### src/rtl/jtag_mem_loader_if.sv
// ---------------------------------------------------------------------------
// jtag_mem_loader_if
//   Bundle of the word-serial J-port (host side) and the shared memory bus
//   (memory side) around jtag_mem_loader.
//
//   master : the test host plus memory environment. It drives the session
//            controls, load data, dump-ready and memory read data.
//   slave  : the loader. It drives the handshakes, memory address, data and
//            strobes, and the busy/done status.
//
//   Parameters: WIDTH (word width), AW (shared memory address width).
// ---------------------------------------------------------------------------
interface jtag_mem_loader_if #(
    parameter int WIDTH = 32,
    parameter int AW    = 9
);
    // J-port
    logic             Jen;
    logic             Jmode;
    logic [WIDTH-1:0] Jin;
    logic             Jin_valid;
    logic             Jin_ready;
    logic [WIDTH-1:0] Jout;
    logic             Jout_valid;
    logic             Jout_ready;
    // memory bus
    logic [AW-1:0]    mem_addr;
    logic [WIDTH-1:0] mem_wdata;
    logic             dmem_we;
    logic             imem_we;
    logic             dmem_re;
    logic             imem_re;
    logic [WIDTH-1:0] dmem_rdata;
    logic [WIDTH-1:0] imem_rdata;
    // status
    logic             busy;
    logic             done;

    modport slave (
        input  Jen, Jmode, Jin, Jin_valid, Jout_ready, dmem_rdata, imem_rdata,
        output Jin_ready, Jout, Jout_valid, mem_addr, mem_wdata,
               dmem_we, imem_we, dmem_re, imem_re, busy, done
    );

    modport master (
        output Jen, Jmode, Jin, Jin_valid, Jout_ready, dmem_rdata, imem_rdata,
        input  Jin_ready, Jout, Jout_valid, mem_addr, mem_wdata,
               dmem_we, imem_we, dmem_re, imem_re, busy, done
    );
endinterface

### src/rtl/jtag_mem_loader.sv
// ---------------------------------------------------------------------------
// jtag_mem_loader
//   Streams program images from the host into data memory then instruction
//   memory (load, Jmode=0), or streams both memories back out (dump,
//   Jmode=1). Within each region addresses run from DEPTH-1 down to 0.
//   busy holds the core in reset for the whole session; done pulses once
//   when a session completes normally. Dropping Jen mid-session aborts.
//
// Ports:
//   clk   rising-edge clock
//   rst   asynchronous active-low reset
//   bus   jtag_mem_loader_if.slave : J-port handshakes, memory bus, busy/done
//   chk   (only with LOADER_CHECKSUM_EN) rotate-and-add checksum of the
//         words moved during the current/last session
//
// Configuration macro: LOADER_CHECKSUM_EN enables the chk accumulator/port.
// ---------------------------------------------------------------------------
module jtag_mem_loader #(
    parameter int WIDTH      = 32,
    parameter int DMEM_DEPTH = 512,
    parameter int IMEM_DEPTH = 512,
    parameter int AW         = $clog2(DMEM_DEPTH > IMEM_DEPTH ? DMEM_DEPTH : IMEM_DEPTH)
) (
    input  logic             clk,
    input  logic             rst,
    jtag_mem_loader_if.slave bus
`ifdef LOADER_CHECKSUM_EN
    ,
    output logic [WIDTH-1:0] chk
`endif
);

    typedef enum logic [3:0] {
        S_IDLE,
        S_LD_D, S_LD_I,
        S_RD_D, S_WT_D, S_OUT_D,
        S_RD_I, S_WT_I, S_OUT_I,
        S_FIN
    } state_t;

    localparam logic [AW-1:0] DTOP = AW'(DMEM_DEPTH - 1);
    localparam logic [AW-1:0] ITOP = AW'(IMEM_DEPTH - 1);

    state_t           state_q, state_d;
    logic [AW-1:0]    cnt_q, cnt_d;
    logic [AW-1:0]    addr_q, addr_d;
    logic [WIDTH-1:0] wdata_q, wdata_d;
    logic             dwe_q, dwe_d;
    logic             iwe_q, iwe_d;
    logic [WIDTH-1:0] jout_q, jout_d;
    logic             done_q, done_d;

    logic in_ld, in_rd, in_out;
    logic jin_ready, jout_valid;
    logic load_acc, dump_hs;

`ifdef LOADER_CHECKSUM_EN
    logic [WIDTH-1:0] chk_q, chk_d;

    function automatic logic [WIDTH-1:0] chk_step(input logic [WIDTH-1:0] c,
                                                  input logic [WIDTH-1:0] w);
        return {c[WIDTH-2:0], c[WIDTH-1]} + w;
    endfunction
`endif

    // Handshake qualifiers depend only on registered state and Jen, never on
    // the opposite side's valid/ready. Gating with Jen keeps an aborting
    // cycle from accepting a word or issuing a read.
    assign in_ld      = (state_q == S_LD_D)  || (state_q == S_LD_I);
    assign in_rd      = (state_q == S_RD_D)  || (state_q == S_RD_I);
    assign in_out     = (state_q == S_OUT_D) || (state_q == S_OUT_I);
    assign jin_ready  = in_ld  && bus.Jen;
    assign jout_valid = in_out && bus.Jen;
    assign load_acc   = jin_ready  && bus.Jin_valid;
    assign dump_hs    = jout_valid && bus.Jout_ready;

    always_comb begin
        state_d = state_q;
        cnt_d   = cnt_q;
        addr_d  = addr_q;
        wdata_d = wdata_q;
        dwe_d   = 1'b0;
        iwe_d   = 1'b0;
        jout_d  = jout_q;
        done_d  = 1'b0;
`ifdef LOADER_CHECKSUM_EN
        chk_d   = chk_q;
`endif
        case (state_q)
            S_IDLE: begin
                if (bus.Jen) begin
                    state_d = bus.Jmode ? S_RD_D : S_LD_D;
                    cnt_d   = DTOP;
`ifdef LOADER_CHECKSUM_EN
                    chk_d   = '0;
`endif
                end
            end

            S_LD_D, S_LD_I: begin
                if (!bus.Jen) begin
                    state_d = S_IDLE;
                end else if (load_acc) begin
                    // Write is registered: it hits memory the cycle after
                    // acceptance, so an abort right after still lands it.
                    addr_d  = cnt_q;
                    wdata_d = bus.Jin;
                    dwe_d   = (state_q == S_LD_D);
                    iwe_d   = (state_q == S_LD_I);
`ifdef LOADER_CHECKSUM_EN
                    chk_d   = chk_step(chk_q, bus.Jin);
`endif
                    if (cnt_q == '0) begin
                        if (state_q == S_LD_D) begin
                            state_d = S_LD_I;
                            cnt_d   = ITOP;
                        end else begin
                            state_d = S_FIN;
                            done_d  = 1'b1;
                        end
                    end else begin
                        cnt_d = cnt_q - 1'b1;
                    end
                end
            end

            S_RD_D: state_d = bus.Jen ? S_WT_D : S_IDLE;
            S_RD_I: state_d = bus.Jen ? S_WT_I : S_IDLE;

            S_WT_D, S_WT_I: begin
                if (!bus.Jen) begin
                    state_d = S_IDLE;
                end else begin
                    jout_d  = (state_q == S_WT_D) ? bus.dmem_rdata : bus.imem_rdata;
                    state_d = (state_q == S_WT_D) ? S_OUT_D : S_OUT_I;
                end
            end

            S_OUT_D, S_OUT_I: begin
                if (!bus.Jen) begin
                    state_d = S_IDLE;
                end else if (dump_hs) begin
`ifdef LOADER_CHECKSUM_EN
                    chk_d = chk_step(chk_q, jout_q);
`endif
                    if (cnt_q == '0) begin
                        if (state_q == S_OUT_D) begin
                            state_d = S_RD_I;
                            cnt_d   = ITOP;
                        end else begin
                            state_d = S_FIN;
                            done_d  = 1'b1;
                        end
                    end else begin
                        cnt_d   = cnt_q - 1'b1;
                        state_d = (state_q == S_OUT_D) ? S_RD_D : S_RD_I;
                    end
                end
            end

            // Hold busy until the host releases Jen.
            S_FIN: if (!bus.Jen) state_d = S_IDLE;

            default: state_d = S_IDLE;
        endcase
    end

    always_ff @(posedge clk or negedge rst) begin
        if (!rst) begin
            state_q <= S_IDLE;
            cnt_q   <= '0;
            addr_q  <= '0;
            wdata_q <= '0;
            dwe_q   <= 1'b0;
            iwe_q   <= 1'b0;
            jout_q  <= '0;
            done_q  <= 1'b0;
`ifdef LOADER_CHECKSUM_EN
            chk_q   <= '0;
`endif
        end else begin
            state_q <= state_d;
            cnt_q   <= cnt_d;
            addr_q  <= addr_d;
            wdata_q <= wdata_d;
            dwe_q   <= dwe_d;
            iwe_q   <= iwe_d;
            jout_q  <= jout_d;
            done_q  <= done_d;
`ifdef LOADER_CHECKSUM_EN
            chk_q   <= chk_d;
`endif
        end
    end

    // Reads present the live counter; writes present the registered address.
    assign bus.mem_addr   = in_rd ? cnt_q : addr_q;
    assign bus.mem_wdata  = wdata_q;
    assign bus.dmem_we    = dwe_q;
    assign bus.imem_we    = iwe_q;
    assign bus.dmem_re    = (state_q == S_RD_D) && bus.Jen;
    assign bus.imem_re    = (state_q == S_RD_I) && bus.Jen;
    assign bus.Jin_ready  = jin_ready;
    assign bus.Jout       = jout_q;
    assign bus.Jout_valid = jout_valid;
    assign bus.busy       = (state_q != S_IDLE);
    assign bus.done       = done_q;
`ifdef LOADER_CHECKSUM_EN
    assign chk            = chk_q;
`endif

endmodule
### src/flat_wrapper.sv
// flat-port wrapper written by rule: the top's interface ports become plain ports
module jtag_mem_loader_flat 
#(
    parameter int WIDTH      = 32,
    parameter int DMEM_DEPTH = 512,
    parameter int IMEM_DEPTH = 512,
    parameter int AW         = $clog2(DMEM_DEPTH > IMEM_DEPTH ? DMEM_DEPTH : IMEM_DEPTH)
)
  (clk, rst, bus_Jen, bus_Jmode, bus_Jin, bus_Jin_valid, bus_Jout_ready, bus_dmem_rdata, bus_imem_rdata, bus_Jin_ready, bus_Jout, bus_Jout_valid, bus_mem_addr, bus_mem_wdata, bus_dmem_we, bus_imem_we, bus_dmem_re, bus_imem_re, bus_busy, bus_done);
  jtag_mem_loader_if #(.WIDTH(WIDTH), .AW(AW)) bus_i ();
  input  logic clk;
  input  logic rst;
  input wire logic [$bits(bus_i.Jen)-1:0] bus_Jen;
  input wire logic [$bits(bus_i.Jmode)-1:0] bus_Jmode;
  input wire logic [$bits(bus_i.Jin)-1:0] bus_Jin;
  input wire logic [$bits(bus_i.Jin_valid)-1:0] bus_Jin_valid;
  input wire logic [$bits(bus_i.Jout_ready)-1:0] bus_Jout_ready;
  input wire logic [$bits(bus_i.dmem_rdata)-1:0] bus_dmem_rdata;
  input wire logic [$bits(bus_i.imem_rdata)-1:0] bus_imem_rdata;
  output wire logic [$bits(bus_i.Jin_ready)-1:0] bus_Jin_ready;
  output wire logic [$bits(bus_i.Jout)-1:0] bus_Jout;
  output wire logic [$bits(bus_i.Jout_valid)-1:0] bus_Jout_valid;
  output wire logic [$bits(bus_i.mem_addr)-1:0] bus_mem_addr;
  output wire logic [$bits(bus_i.mem_wdata)-1:0] bus_mem_wdata;
  output wire logic [$bits(bus_i.dmem_we)-1:0] bus_dmem_we;
  output wire logic [$bits(bus_i.imem_we)-1:0] bus_imem_we;
  output wire logic [$bits(bus_i.dmem_re)-1:0] bus_dmem_re;
  output wire logic [$bits(bus_i.imem_re)-1:0] bus_imem_re;
  output wire logic [$bits(bus_i.busy)-1:0] bus_busy;
  output wire logic [$bits(bus_i.done)-1:0] bus_done;
  assign bus_i.Jen = bus_Jen;
  assign bus_i.Jmode = bus_Jmode;
  assign bus_i.Jin = bus_Jin;
  assign bus_i.Jin_valid = bus_Jin_valid;
  assign bus_i.Jout_ready = bus_Jout_ready;
  assign bus_i.dmem_rdata = bus_dmem_rdata;
  assign bus_i.imem_rdata = bus_imem_rdata;
  assign bus_Jin_ready = bus_i.Jin_ready;
  assign bus_Jout = bus_i.Jout;
  assign bus_Jout_valid = bus_i.Jout_valid;
  assign bus_mem_addr = bus_i.mem_addr;
  assign bus_mem_wdata = bus_i.mem_wdata;
  assign bus_dmem_we = bus_i.dmem_we;
  assign bus_imem_we = bus_i.imem_we;
  assign bus_dmem_re = bus_i.dmem_re;
  assign bus_imem_re = bus_i.imem_re;
  assign bus_busy = bus_i.busy;
  assign bus_done = bus_i.done;
  jtag_mem_loader #(.WIDTH(WIDTH), .DMEM_DEPTH(DMEM_DEPTH), .IMEM_DEPTH(IMEM_DEPTH), .AW(AW)) u_core (.clk(clk), .rst(rst), .bus(bus_i));
endmodule
### config.mk
export PLATFORM = sky130hd
export DESIGN_NAME = jtag_mem_loader_flat
export DESIGN_NICKNAME = d
export VERILOG_FILES = /design/src/rtl/jtag_mem_loader_if.sv /design/src/rtl/jtag_mem_loader.sv /design/src/flat_wrapper.sv
export SDC_FILE = /design/constraint.sdc
export NUM_CORES = 1
export LEC_CHECK = 0
export ABC_AREA = 1
export CORE_ASPECT_RATIO = 0.5
export CORE_UTILIZATION = 60
export CTS_BUF_LIST = sky130_fd_sc_hd__clkbuf_2 sky130_fd_sc_hd__clkbuf_4 sky130_fd_sc_hd__clkbuf_8
export DETAILED_ROUTE_END_ITERATION = 7
export DONT_BUFFER_PORTS = 1
export GPL_ROUTABILITY_DRIVEN = 1
export PLACE_DENSITY_LB_ADDON = 0.1
export SYNTH_ARGS = -nofsm -noshare
export SYNTH_HDL_FRONTEND = slang
export SYNTH_SLANG_ARGS = --single-unit
export TNS_END_PERCENT = 5
### constraint.sdc
create_clock -name clk -period 3.2 [get_ports clk]
set_input_delay 0.96 -clock clk [delete_from_list [all_inputs] [get_ports clk]]
set_output_delay 0.96 -clock clk [all_outputs]
set_load 0.05 [all_outputs]
Word-level counts from Yosys, hierarchy flattened
Cells that the tools add are included.

Bits in registers: 89. Bits of input ports: 102.

Add/subtract/negate cells: 1. Equality and inequality tests: 20. Multiplexer cells: 44. Reductions and logical operators: 20.

Operators with widths (count): $mux 9 (10); $mux 4 (12); $mux 32 (1); $pmux 4 s7 (1); $pmux 9 s3 (1); $eq 4x3->1 const B (4); $mux 1 (14); $ne 3x2->1 const B (4); $logic_not 9->1 (1); $mux 3 (3); $sub 9x1->9 const B (1); $eq 4x2->1 const B (2); $eq 4x4->1 const B (2); $ne 2x2->1 const B (4); $reduce_and 8->1 (1); $logic_and 1x1->1 (6); $reduce_or 2->1 (3); $reduce_and 5->1 (1); $eq 4x1->1 const B (1); $logic_not 4->1 (1); $ne 2x1->1 const B (2); $reduce_bool 4->1 (1); $logic_or 1x1->1 (3); $ne 3x3->1 const B (1); other kinds (5) (5).

Depth between registers and ports, before layout
Depth after elaboration: 7. Mapped depth: 14. Gate-level depth less buffers: 14.

Least setup slack after synthesis
Ideal clock, no wire load.

Kind: flip-flop to output port. Start point: register u_core.state_q[0]. End point: output port bus_mem_addr[7]. Arrival time: 1.940 ns. Data required time: 2.240 ns. Setup slack: 0.300 ns. Stages on the path, launching flop included: 7. Path buffers: 1. Cell sequence: dfrtp_1 inv_2 nand2_1 o21ai_2 buf_2 nor2_1 a21oi_1.

Longest elaborated chain between the ends: 3. Elaborated cells between the ends (all ways): 4. Those cells by class: eq/ne (2); mux (1); reduce/logical (1).

RTL lines: start: declaration (RTL line jtag_mem_loader.sv:44) `state_t state_q, state_d;`; start signal: assignment (RTL line jtag_mem_loader.sv:182) `state_q <= state_d;`; $eq 4x2->1 or $eq 4x3->1 (tied branches) (RTL line jtag_mem_loader.sv:70) `assign in_rd = (state_q == S_RD_D) || (state_q == S_RD_I);`; $logic_or 1x1->1 (*) (RTL line jtag_mem_loader.sv:70); $mux 9 (*) (RTL line jtag_mem_loader.sv:197) `assign bus.mem_addr = in_rd ? cnt_q : addr_q;`; end: declaration (RTL line flat_wrapper.sv:23) `output wire logic [$bits(bus_i.mem_addr)-1:0] bus_mem_addr;`.

Every way passes the cells marked *; elsewhere a longest branch is shown, timed or not.

Worst setup path in the final report
Start point: register u_core.state_q[0]. End point: output port bus_mem_addr[3].

The elaborated chain is that of the path after synthesis.

==> flow_summary.json <==
{
  "status": "completed",
  "synth-xor-area-share": 0.001900,
  "viasPerCell": 5.358,
  "crit_path_max_incr_delay_ns": 0.46,
  "clk_pin_slew_ns": 0.09,
  "r2r-end": "u_core.addr_q[4]",
  "route.met2.wl_um": 4753,
  "wl_met1_um": 4399,
  "cp-startpoint": "u_core.state_q[0]",
  "synth-simple-area-share": 0.3271,
  "finalClockSkew_ns": 0.01234,
  "fin_nets": 706,
  "ys_seq_area_frac": 0.4832,
  "grt_pass1_wl_um": 16100,
  "first_global_vias": 3440,
  "yosysWarningCount": 0,
  "diodes": 0,
  "syn_nets": 707,
  "grt_use_total": 0.2522,
  "setup.worst_path.class": "flip-flop to primary output",
  "async_flop_share": 1.000,
  "synth-compound-area-share": 0.08089,
  "worst-path-buf-inv": 2,
  "rrSetupSlack_ns": 0.72,
  "critPathCaptureType": "primary output",
  "die_x_um": 126.0,
  "grt_max_degree": 90,
  "worstPathArrival_ns": 2.01,
  "synthesis.area_um2": 4609,
  "cts_tree": "done",
  "postRouteAntennaNets": 0,
  "timing.slew.headroom": 0.3662,
  "drive_gt1_frac": 0.07756,
  "cp-start-kind": "flip-flop",
  "routed.top_layer": "met4",
  "final_cell_mix": "161 x nand2_1, 89 x dfrtp_1, 83 x inv_1",
  "wl_met3_um": 697,
  "critPathCapture": "bus_mem_addr[3]",
  "drt_wl_total_um": 9983,
  "cpMaxStageDelayCell": "dfrtp_1",
  "crit_family": "compound AO/OA/AOI/OAI gates",
  "htreeDepth": 3,
  "cp_cell_sequence": "inv_2, nand2_1, o21ai_4, nor2_1, a21oi_1, buf_4",
  "synth_edf_count": 0,
  "core_um2": 7377,
  "rr_startpoint": "u_core.state_q[0]",
  "netlist_instances": 602,
  "fmax_mhz": 336.4,
  "muxShareOfSynthArea": 0,
  "grt_antenna_before_repair": 0,
  "setup_viol": 0,
  "portBuffers": 0,
  "rsz0062_at_grt": "false",
  "drc": 0,
  "place.gp.congestion": 0.8824,
  "syn_area_per_cell_um2": 7.657,
  "synth-seq-cells": 89,
  "postCtsHoldBufs": 0,
  "area_growth_pct": 7.248,
  "drt-initial-drc-count": 249,
  "cp.depth": 6,
  "avgRoutedWirePerCell_um": 14.22,
  "tightest_slew_ns": 0.9494,
  "layout_commonest_cell": "nand2_1",
  "synth_top_family_by_area": "simple AND/OR/NAND/NOR gates",
  "critical_path_required_ns": 2.24,
  "row_count": 22,
  "overflow": 0,
  "drt_pass1_iterations": 5,
  "ys_types": 28,
  "clkSinkCount": 89,
  "synthFlopType": "dfrtp_1",
  "hold_violations": 0,
  "finalCritPeriodShare": 0.9289,
  "hp-class": "input port to async pin",
  "die_area_um2": 8058,
  "min_period_ns": 2.973,
  "dr_total_vias": 3761,
  "clk_latency_ns": 0.36,
  "maxCapViolCount": 0,
  "fin_setup_tns_ns": 0,
  "r2r_cells": 9,
  "cts_buffer_depth": 2,
  "io_pins": 183,
  "cts_root_buf": "clkbuf_8",
  "numCtsBuffers": 9,
  "maxSlewViolCount": 0,
  "synth-adder-area-share": 0.008143,
  "die_h_um": 63.98,
  "critPathMaxFanout": 19,
  "start_util": 0.6248,
  "hpwl_um": 6978
}
through the flow:
stage                 util  area (um2)  std cells  worst slack [ns]  hold slack, ns
floorplan                -        4609        602            0.3000          0.4537
global placement    0.6401        4722        686            0.5085          0.4676
detailed placement  0.6401        4722        686            0.5136          0.4739
CTS                 0.6691        4936        702           0.07081          0.2678
global route        0.6701        4943        702           0.04158          0.2579
finish              0.6701        4943        702            0.2275          0.2858
state kept, by name (all words and copies together) (netlist names):
name / flops
u_core.addr_q: 9
u_core.bus.Jout: 32
u_core.bus.dmem_we: 1
u_core.bus.done: 1
u_core.bus.imem_we: 1
u_core.bus.mem_wdata: 32
u_core.cnt_q: 9
u_core.state_q: 4
synthesized netlist by cell type, types with 2 or more instances:
library cell | n | area share
inv_2 | 3 | 0.0024
o21ai_2 | 2 | 0.0038
nand4_1 | 7 | 0.0095
nand2_1 | 161 | 0.13
o21bai_1 | 9 | 0.015
clkbuf_1 | 9 | 0.0073
buf_2 | 15 | 0.016
nor2_2 | 2 | 0.0027
o21ai_1 | 10 | 0.011
nand3_1 | 52 | 0.056
nand2_4 | 2 | 0.0049
clkinv_1 | 2 | 0.0016
o21ai_0 | 33 | 0.036
inv_1 | 83 | 0.068
a21oi_1 | 13 | 0.014
nor2_1 | 63 | 0.051
dfrtp_1 | 89 | 0.48
ha_1 | 3 | 0.0081
nand2_2 | 4 | 0.0054
nand3b_1 | 32 | 0.052
logic make-up after synthesis:
| family | count (synthesis) |
|---|---|
| buffers and inverters | 114 |
| xor gates and xnor gates | 1 |
| AOI/OAI and AO/OA | 68 |
| adders and majority gates | 3 |
| DFF | 89 |
| and+or+nand+nor | 327 |
what timing repair did:
item / 4_1_cts / 5_1_grt
resized for setup: 0 / 1
buffers inserted: 0 / 0
endpoints found under the setup margin: 0 / 9
hold endpoints to repair: 0 / 0
metal layers:
metal | vias up | track usage
met3 | 16 | 0.08794
met4 | 0 | 0.07380
met2 | 129 | 0.4144
li1 | 1887 | -
met1 | 1729 | 0.3178
met5 | - | 0
how the worst min path moves through the flow:
| stage | from | end | slack, ns | cells past startpoint |
|---|---|---|---|---|
| 6_report | rst | u_core.bus.done | 0.29 | 0 |
| 4_1_cts | rst | u_core.bus.mem_wdata[29] | 0.27 | 0 |
| 2_1_floorplan | u_core.addr_q[1] | u_core.addr_q[1] | 0.45 | 2 |
| 3_5_place_dp | u_core.addr_q[6] | u_core.addr_q[6] | 0.47 | 2 |
| 3_3_place_gp | u_core.addr_q[6] | u_core.addr_q[6] | 0.47 | 2 |
| 5_1_grt | rst | u_core.bus.Jout[14] | 0.26 | 0 |
worst reg2reg max path, cell delays in order (launching register included):
cell	delay, ns
dfrtp_1	0.46
inv_2	0.12
nand2_1	0.11
nor2_1	0.18
nand2_1	0.12
nand2_2	0.51
nand2_2	0.45
buf_12	0.30
nand2_1	0.07
o21ai_0	0.07
layout make-up:
class,instances,area [um2]
fill,647,2434
inverter,88,330.3
multi-input combinational,399,1934
clock buffer,11,151.4
tap,96,120.1
timing repair buffer,14,117.6
sequential,89,2227
clock inverter,5,62.56
Power is not shown: default switching activity piles up to over one toggle a cycle in this logic, so the estimate is an artifact.
